<file path="src/rtl/trade_pkg.sv">
// Shared types and widths for the trade execution path.
// Defines the order record, order sides and the ledger action codes.
package trade_pkg;

    localparam int PRICE_W = 14;
    localparam int QTY_W   = 8;
    localparam int MONEY_W = 32;

    localparam logic SIDE_BUY  = 1'b0;
    localparam logic SIDE_SELL = 1'b1;

    typedef struct packed {
        logic               side;
        logic [1:0]         stock_id;
        logic [PRICE_W-1:0] price;
        logic [QTY_W-1:0]   qty;
    } order_t;

    typedef enum logic [1:0] {
        ACT_NONE,
        ACT_BUY,
        ACT_SELL,
        ACT_DROP
    } action_t;

endpackage

</file>
<file path="src/rtl/order_fifo.sv">
// Synchronous order queue; full/empty come from the registered count.
// Ports: clk, rst (sync active-low), push/push_data, pop, head, full, empty.
module order_fifo
    import trade_pkg::*;
#(
    parameter int DEPTH = 4
) (
    input  logic   clk,
    input  logic   rst,
    input  logic   push,
    input  order_t push_data,
    input  logic   pop,
    output order_t head,
    output logic   full,
    output logic   empty
);

    localparam int AW = (DEPTH > 1) ? $clog2(DEPTH) : 1;
    localparam int CW = $clog2(DEPTH + 1);

    order_t        mem [DEPTH];
    logic [AW-1:0] wr_ptr;
    logic [AW-1:0] rd_ptr;
    logic [CW-1:0] count;
    logic          do_push;
    logic          do_pop;

    assign full    = (count == CW'(DEPTH));
    assign empty   = (count == '0);
    assign do_push = push && !full;
    assign do_pop  = pop && !empty;

    // Empty queue presents an all-zero record.
    assign head = empty ? '0 : mem[rd_ptr];

    function automatic logic [AW-1:0] inc(input logic [AW-1:0] p);
        return (p == AW'(DEPTH - 1)) ? '0 : p + 1'b1;
    endfunction

    always_ff @(posedge clk) begin
        if (!rst) begin
            wr_ptr <= '0;
            rd_ptr <= '0;
            count  <= '0;
        end else begin
            if (do_push) wr_ptr <= inc(wr_ptr);
            if (do_pop)  rd_ptr <= inc(rd_ptr);
            unique case ({do_push, do_pop})
                2'b10:   count <= count + 1'b1;
                2'b01:   count <= count - 1'b1;
                default: count <= count;
            endcase
        end
    end

    always_ff @(posedge clk) begin
        if (do_push) mem[wr_ptr] <= push_data;
    end

endmodule

</file>
<file path="src/rtl/trade_executor.sv">
// Turns strategy buy/sell decisions into ledger updates and queued orders.
// Ports: decision inputs, order valid/ready output, ledger and drop counters.
module trade_executor
    import trade_pkg::*;
#(
    parameter int LOT_SIZE   = 10,
    parameter int MAX_LOTS   = 3,
    parameter int COOLDOWN   = 4,
    parameter int CASH_INIT  = 200000,
    parameter int FIFO_DEPTH = 4
) (
    input  logic        clk,
    input  logic        rst,
    input  logic        enable,
    input  logic        buy_signal,
    input  logic        sell_signal,
    input  logic [1:0]  stock_id,
    input  logic [13:0] current_price,
    input  logic        order_ready,
    output logic        order_valid,
    output logic        order_side,
    output logic [1:0]  order_stock_id,
    output logic [13:0] order_price,
    output logic [7:0]  order_qty,
    output logic [7:0]  position_lots,
    output logic [31:0] cash_balance,
    output logic [31:0] realized_pnl,
    output logic [15:0] drop_count
);

    localparam int CDW = $clog2(COOLDOWN + 1);

    logic [1:0]         lots_q [4];
    logic [MONEY_W-1:0] cost_q [4];
    logic [CDW-1:0]     cd_q   [4];

    logic [1:0]         lots_cur;
    logic [CDW-1:0]     cd_cur;
    logic [MONEY_W-1:0] notional;
    logic [MONEY_W-1:0] proceeds;
    logic               buy_ok;
    logic               sell_ok;
    logic               drop_req;
    action_t            act;

    logic   full;
    logic   empty;
    logic   push;
    logic   pop;
    order_t push_rec;
    order_t head;

    assign lots_cur = lots_q[stock_id];
    assign cd_cur   = cd_q[stock_id];
    assign notional = MONEY_W'(current_price) * MONEY_W'(LOT_SIZE);
    assign proceeds = notional * MONEY_W'(lots_cur);

    assign buy_ok = enable && buy_signal && !sell_signal
                 && (lots_cur < 2'(MAX_LOTS))
                 && (cd_cur == '0)
                 && (cash_balance >= notional)
                 && !full;

    assign sell_ok = enable && sell_signal && !buy_signal
                  && (lots_cur != '0)
                  && (cd_cur == '0)
                  && !full;

    assign drop_req = enable && (buy_signal || sell_signal)
                   && !buy_ok && !sell_ok;

    always_comb begin
        act = ACT_NONE;
        unique case (1'b1)
            buy_ok:   act = ACT_BUY;
            sell_ok:  act = ACT_SELL;
            drop_req: act = ACT_DROP;
            default:  act = ACT_NONE;
        endcase
    end

    always_comb begin
        push_rec          = '0;
        push_rec.stock_id = stock_id;
        push_rec.price    = current_price;
        push              = 1'b0;
        if (act == ACT_BUY) begin
            push          = 1'b1;
            push_rec.side = SIDE_BUY;
            push_rec.qty  = QTY_W'(LOT_SIZE);
        end else if (act == ACT_SELL) begin
            push          = 1'b1;
            push_rec.side = SIDE_SELL;
            push_rec.qty  = QTY_W'(LOT_SIZE) * QTY_W'(lots_cur);
        end
    end

    always_ff @(posedge clk) begin
        if (!rst) begin
            for (int i = 0; i < 4; i++) begin
                lots_q[i] <= '0;
                cost_q[i] <= '0;
                cd_q[i]   <= '0;
            end
            cash_balance <= MONEY_W'(CASH_INIT);
            realized_pnl <= '0;
            drop_count   <= '0;
        end else begin
            // A fresh accept reloads the lockout; otherwise count down.
            for (int i = 0; i < 4; i++) begin
                if (push && (stock_id == 2'(i)))
                    cd_q[i] <= CDW'(COOLDOWN);
                else if (cd_q[i] != '0)
                    cd_q[i] <= cd_q[i] - 1'b1;
            end
            unique case (act)
                ACT_BUY: begin
                    lots_q[stock_id] <= lots_cur + 1'b1;
                    cost_q[stock_id] <= cost_q[stock_id] + notional;
                    cash_balance     <= cash_balance - notional;
                end
                ACT_SELL: begin
                    lots_q[stock_id] <= '0;
                    cost_q[stock_id] <= '0;
                    cash_balance     <= cash_balance + proceeds;
                    realized_pnl     <= realized_pnl + proceeds
                                      - cost_q[stock_id];
                end
                ACT_DROP: begin
                    if (drop_count != 16'hFFFF)
                        drop_count <= drop_count + 1'b1;
                end
                default: ;
            endcase
        end
    end

    always_comb begin
        position_lots = '0;
        for (int i = 0; i < 4; i++)
            position_lots[2*i +: 2] = lots_q[i];
    end

    assign order_valid    = !empty;
    assign pop            = order_valid && order_ready;
    assign order_side     = head.side;
    assign order_stock_id = head.stock_id;
    assign order_price    = head.price;
    assign order_qty      = head.qty;

    order_fifo #(
        .DEPTH(FIFO_DEPTH)
    ) u_fifo (
        .clk      (clk),
        .rst      (rst),
        .push     (push),
        .push_data(push_rec),
        .pop      (pop),
        .head     (head),
        .full     (full),
        .empty    (empty)
    );

endmodule

</file>
<file path="config.mk">
export PLATFORM = sky130hd
export DESIGN_NAME = trade_executor
export DESIGN_NICKNAME = d
export VERILOG_FILES = /design/src/rtl/trade_pkg.sv /design/src/rtl/order_fifo.sv /design/src/rtl/trade_executor.sv
export SDC_FILE = /design/constraint.sdc
export NUM_CORES = 1
export LEC_CHECK = 0
export ABC_AREA = 1
export BUFFER_PORTS_ARGS = -buffer_cell sky130_fd_sc_hd__buf_4
export CAP_MARGIN = 15
export CORE_MARGIN = 2
export CORE_UTILIZATION = 55
export CTS_CLUSTER_DIAMETER = 50
export DETAILED_ROUTE_END_ITERATION = 6
export PLACE_DENSITY = 0.76
export SLEW_MARGIN = 30
export SYNTH_ARGS = -nofsm -noshare
export SYNTH_HDL_FRONTEND = slang
export SYNTH_HIERARCHICAL = 1
export SYNTH_SLANG_ARGS = --single-unit
export TNS_END_PERCENT = 10
</file>
<file path="constraint.sdc">
create_clock -name clk -period 22.3 [get_ports clk]
set_input_delay 4.46 -clock clk [delete_from_list [all_inputs] [get_ports clk]]
set_output_delay 4.46 -clock clk [all_outputs]
set_load 0.01 [all_outputs]
</file>
==> run_results.csv <==
group,metric,value,unit
synth,synth-seq-cells,336,
grt,grt_antenna_before_repair,0,
detailed_routing,drc,0,
timing,final-hold-violation-count,0,
grt,grt_overflow,0,
timing,timing.final.ws_setup,11470,ps
grt,grt_max_degree,62,
layout,syn2layout_area_growth,12.5,%
critical_path,critPathArrivalTime,11070,ps
critical_path,worstSetupPathType,"input port to flip-flop",
clock_tree,cts_hold_buf,0,
placement,post-place-ws,10860,ps
synth,synth_area,23200,µm²
layout,drive_above_1_share,9.51,%
timing,tightest_slew,986,ps
timing,finalCritPeriodShare,48.6,%
floorplanning,num_io_pins,136,
grt,grt_use_total,30.8,%
timing,maxSlewHeadroom,34.3,%
detailed_routing,avgRoutedWirePerCell,17.9,µm
floorplanning,fp.dieW,209,µm
clock_tree,htreeDepth,2,
hold_path,hold_class,"flip-flop to flip-flop",
floorplanning,dieArea,43800,µm²
clock_tree,cts_tree,"yes",
grt,grt_first_pass_wirelength,106000,µm
floorplanning,core-area,41800,µm²
power,finalPower,0.00276,W
synth,synth-edff-count,248,
placement,hpwl,51100,µm
power,p_leak,12.7,nW
clock_tree,clock-sinks,336,
clock_tree,cts_resized,0,
layout,diodes,0,
detailed_routing,num_vias,21035,
placement,io_buffers,134,
critical_path,crit_path_max_incr_delay,790,ps
synth,ys_seq_area_share,39.7,%
detailed_routing,firstDrtPassIters,6,
critical_path,cpMostUsedCell,"nor2_1",
placement,gp_congestion,1.05,
placement,placedCellCount,3727,
synth,ys_warn_count,6,
detailed_routing,first_iter_violations,1936,
synth,synth_area_per_cell,7.49,µm²
grt,grt_pass1_vias,19856,
clock_tree,cts_buffer_depth,3,
timing,tns,0,ps
layout,finalNonFillerCells,3808,
synth,synth_ff_type,"edfxtp_1",
timing,finalSetupViolCount,0,
floorplanning,row_count,75,
timing,clock.fmax,0.0923,GHz
floorplanning,die_h,209,µm
critical_path,slowest_stage,"nand2_1",
critical_path,end_kind,"flip-flop",
synth,postSynthCellCount,3098,
clock_tree,cts-buffers-inserted,43,
detailed_routing,via_per_inst,5.52,
clock_tree,clk_pin_slew,60,ps
critical_path,cp.required,22540,ps
timing,skew,18.7,ps
critical_path,cp_max_fo,26,
synth,ys_types,52,
critical_path,critPathLaunchType,"input port",
run,maxCapViolations,0,
clock_tree,clk-insertion-delay-late,580,ps
floorplanning,initial_core_util,55.5,%
synth,async_flop_share,0,%
power,vdd_drop_max,0.0707,mV
timing,slew_violations,0,
detailed_routing,routed_wl,68200,µm
status,status,"complete, no violations",
layout,nNetsFinal,3437,
detailed_routing,final_antenna_net_count,0,
power,power.density,106,nW/µm²
layout,utilization,62.5,%
clock_tree,clk_root_buffer_cell,"clkbuf_16",
clock_tree,cts_setup_buffers,0,
timing,final.min_clock_period,10830,ps
timing,rsz0062_at_grt,"false",
-- critical path, delay by kind of cell --
family | cells | cell delay, ps
adder cells (fa/ha/maj) | 5 | 1970
AND/OR/NAND/NOR | 13 | 2880
buffers and inverters | 2 | 580
XOR/XNOR | 1 | 430
AO/OA/AOI/OAI | 4 | 730
-- state kept, by name, indices dropped and copies added (netlist names), named ones only --
signal         flops
cost_q           128
u_fifo/mem       100
realized_pnl      32
cash_balance      31
drop_count        16
cd_q              12
lots_q             8
u_fifo/count       3
u_fifo/rd_ptr      2
u_fifo/wr_ptr      2
-- where the power goes --
group / internal, W / switching (W) / leakage (nW)
Combinational: 0.000423 / 0.000836 / 8.84
Clock: 0.000404 / 0.000285 / 0.666
Sequential: 0.000755 / 0.0000557 / 3.19
-- per-layer routing --
metal	vias to the layer above	global-route usage (%)	routed length, µm
met3	154	4.89	5330
met4	0	12.0	2700
met5	-	0	0
met2	852	51.7	32100
met1	9721	40.0	28100
li1	10308	-	-
-- layout make-up --
class	instances	area, µm²
clock buffers	53	1130
clock inverters	27	284
fillers	3657	15700
inverters	429	1610
multi-input cells	2268	12000
flip-flops and latches	336	9210
well taps	539	674
repair buffers	156	1170
-- synthesized netlist by cell type (all sizes together), types with 2 or more instances --
cell type,number,share of area (%)
nand2,854,14
nor2,481,8.1
inv,428,6.9
edfxtp,248,32
a21oi,183,3.9
nand3,170,3.9
ha,155,8.4
o21ai,126,2.7
dfxtp,88,7.6
buf,44,1.3
xor2,44,1.7
nor3,40,0.86
clkbuf,37,0.60
nand4,32,0.89
a22oi,28,0.91
fa,26,2.2
nand3b,20,0.65
or2,14,0.39
xnor2,12,0.45
o21bai,11,0.36
a221oi,9,0.34
a21o,7,0.23
a31oi,7,0.19
and2,6,0.16
nor4,5,0.13
a21boi,4,0.13
o21a,4,0.13
and3,3,0.081
o211ai,3,0.097
nor3b,2,0.065
-- worst paths after layout --
check,start,to,slack [ps],cells after the start
worst max-delay path,current_price[1],cost_q[1][29],11470,25
worst min-delay path,drop_count[15],drop_count[15],480,2
worst max register to register,lots_q[0][0],realized_pnl[23],16620,23
worst min register to register,drop_count[15],drop_count[15],480,2
-- through the flow --
stage | instance area, µm² | hold WS (ps)
floorplan | 23300 | 477
global placement | 24700 | 453
detailed placement | 24700 | 464
CTS | 26100 | 472
global route | 26100 | 512
finish | 26100 | 476
-- cell families after synthesis --
logic type	share of synthesized area [%]
flip-flops	39.7
other	0.0162
adder cells (fa/ha/maj)	10.6
AO/OA/AOI/OAI	9.23
buffers and inverters	8.88
AND/OR/NAND/NOR	29.4
XOR/XNOR	2.11
-- cell usage in the layout, fill, tap and decap left out, types with 11 or more instances in the layout --
cell type	synthesis	final
xor2_1	44	44
nor2_2	12	16
o21bai_1	11	11
nand3_1	161	161
inv_1	418	418
clkbuf_16	0	44
nand2_1	828	827
a21oi_1	183	183
fa_1	26	26
conb_1	1	17
buf_4	8	154
ha_1	155	154
edfxtp_1	248	248
o21ai_0	99	98
nand2_2	21	22
dfxtp_1	88	88
a22oi_1	28	28
nand3b_1	20	20
o21ai_1	26	26
nand4_1	31	31
or2_2	13	13
nor3_1	40	40
xnor2_1	12	12
nor2_1	463	459
Note: power is estimated with default switching activity, not from simulation.
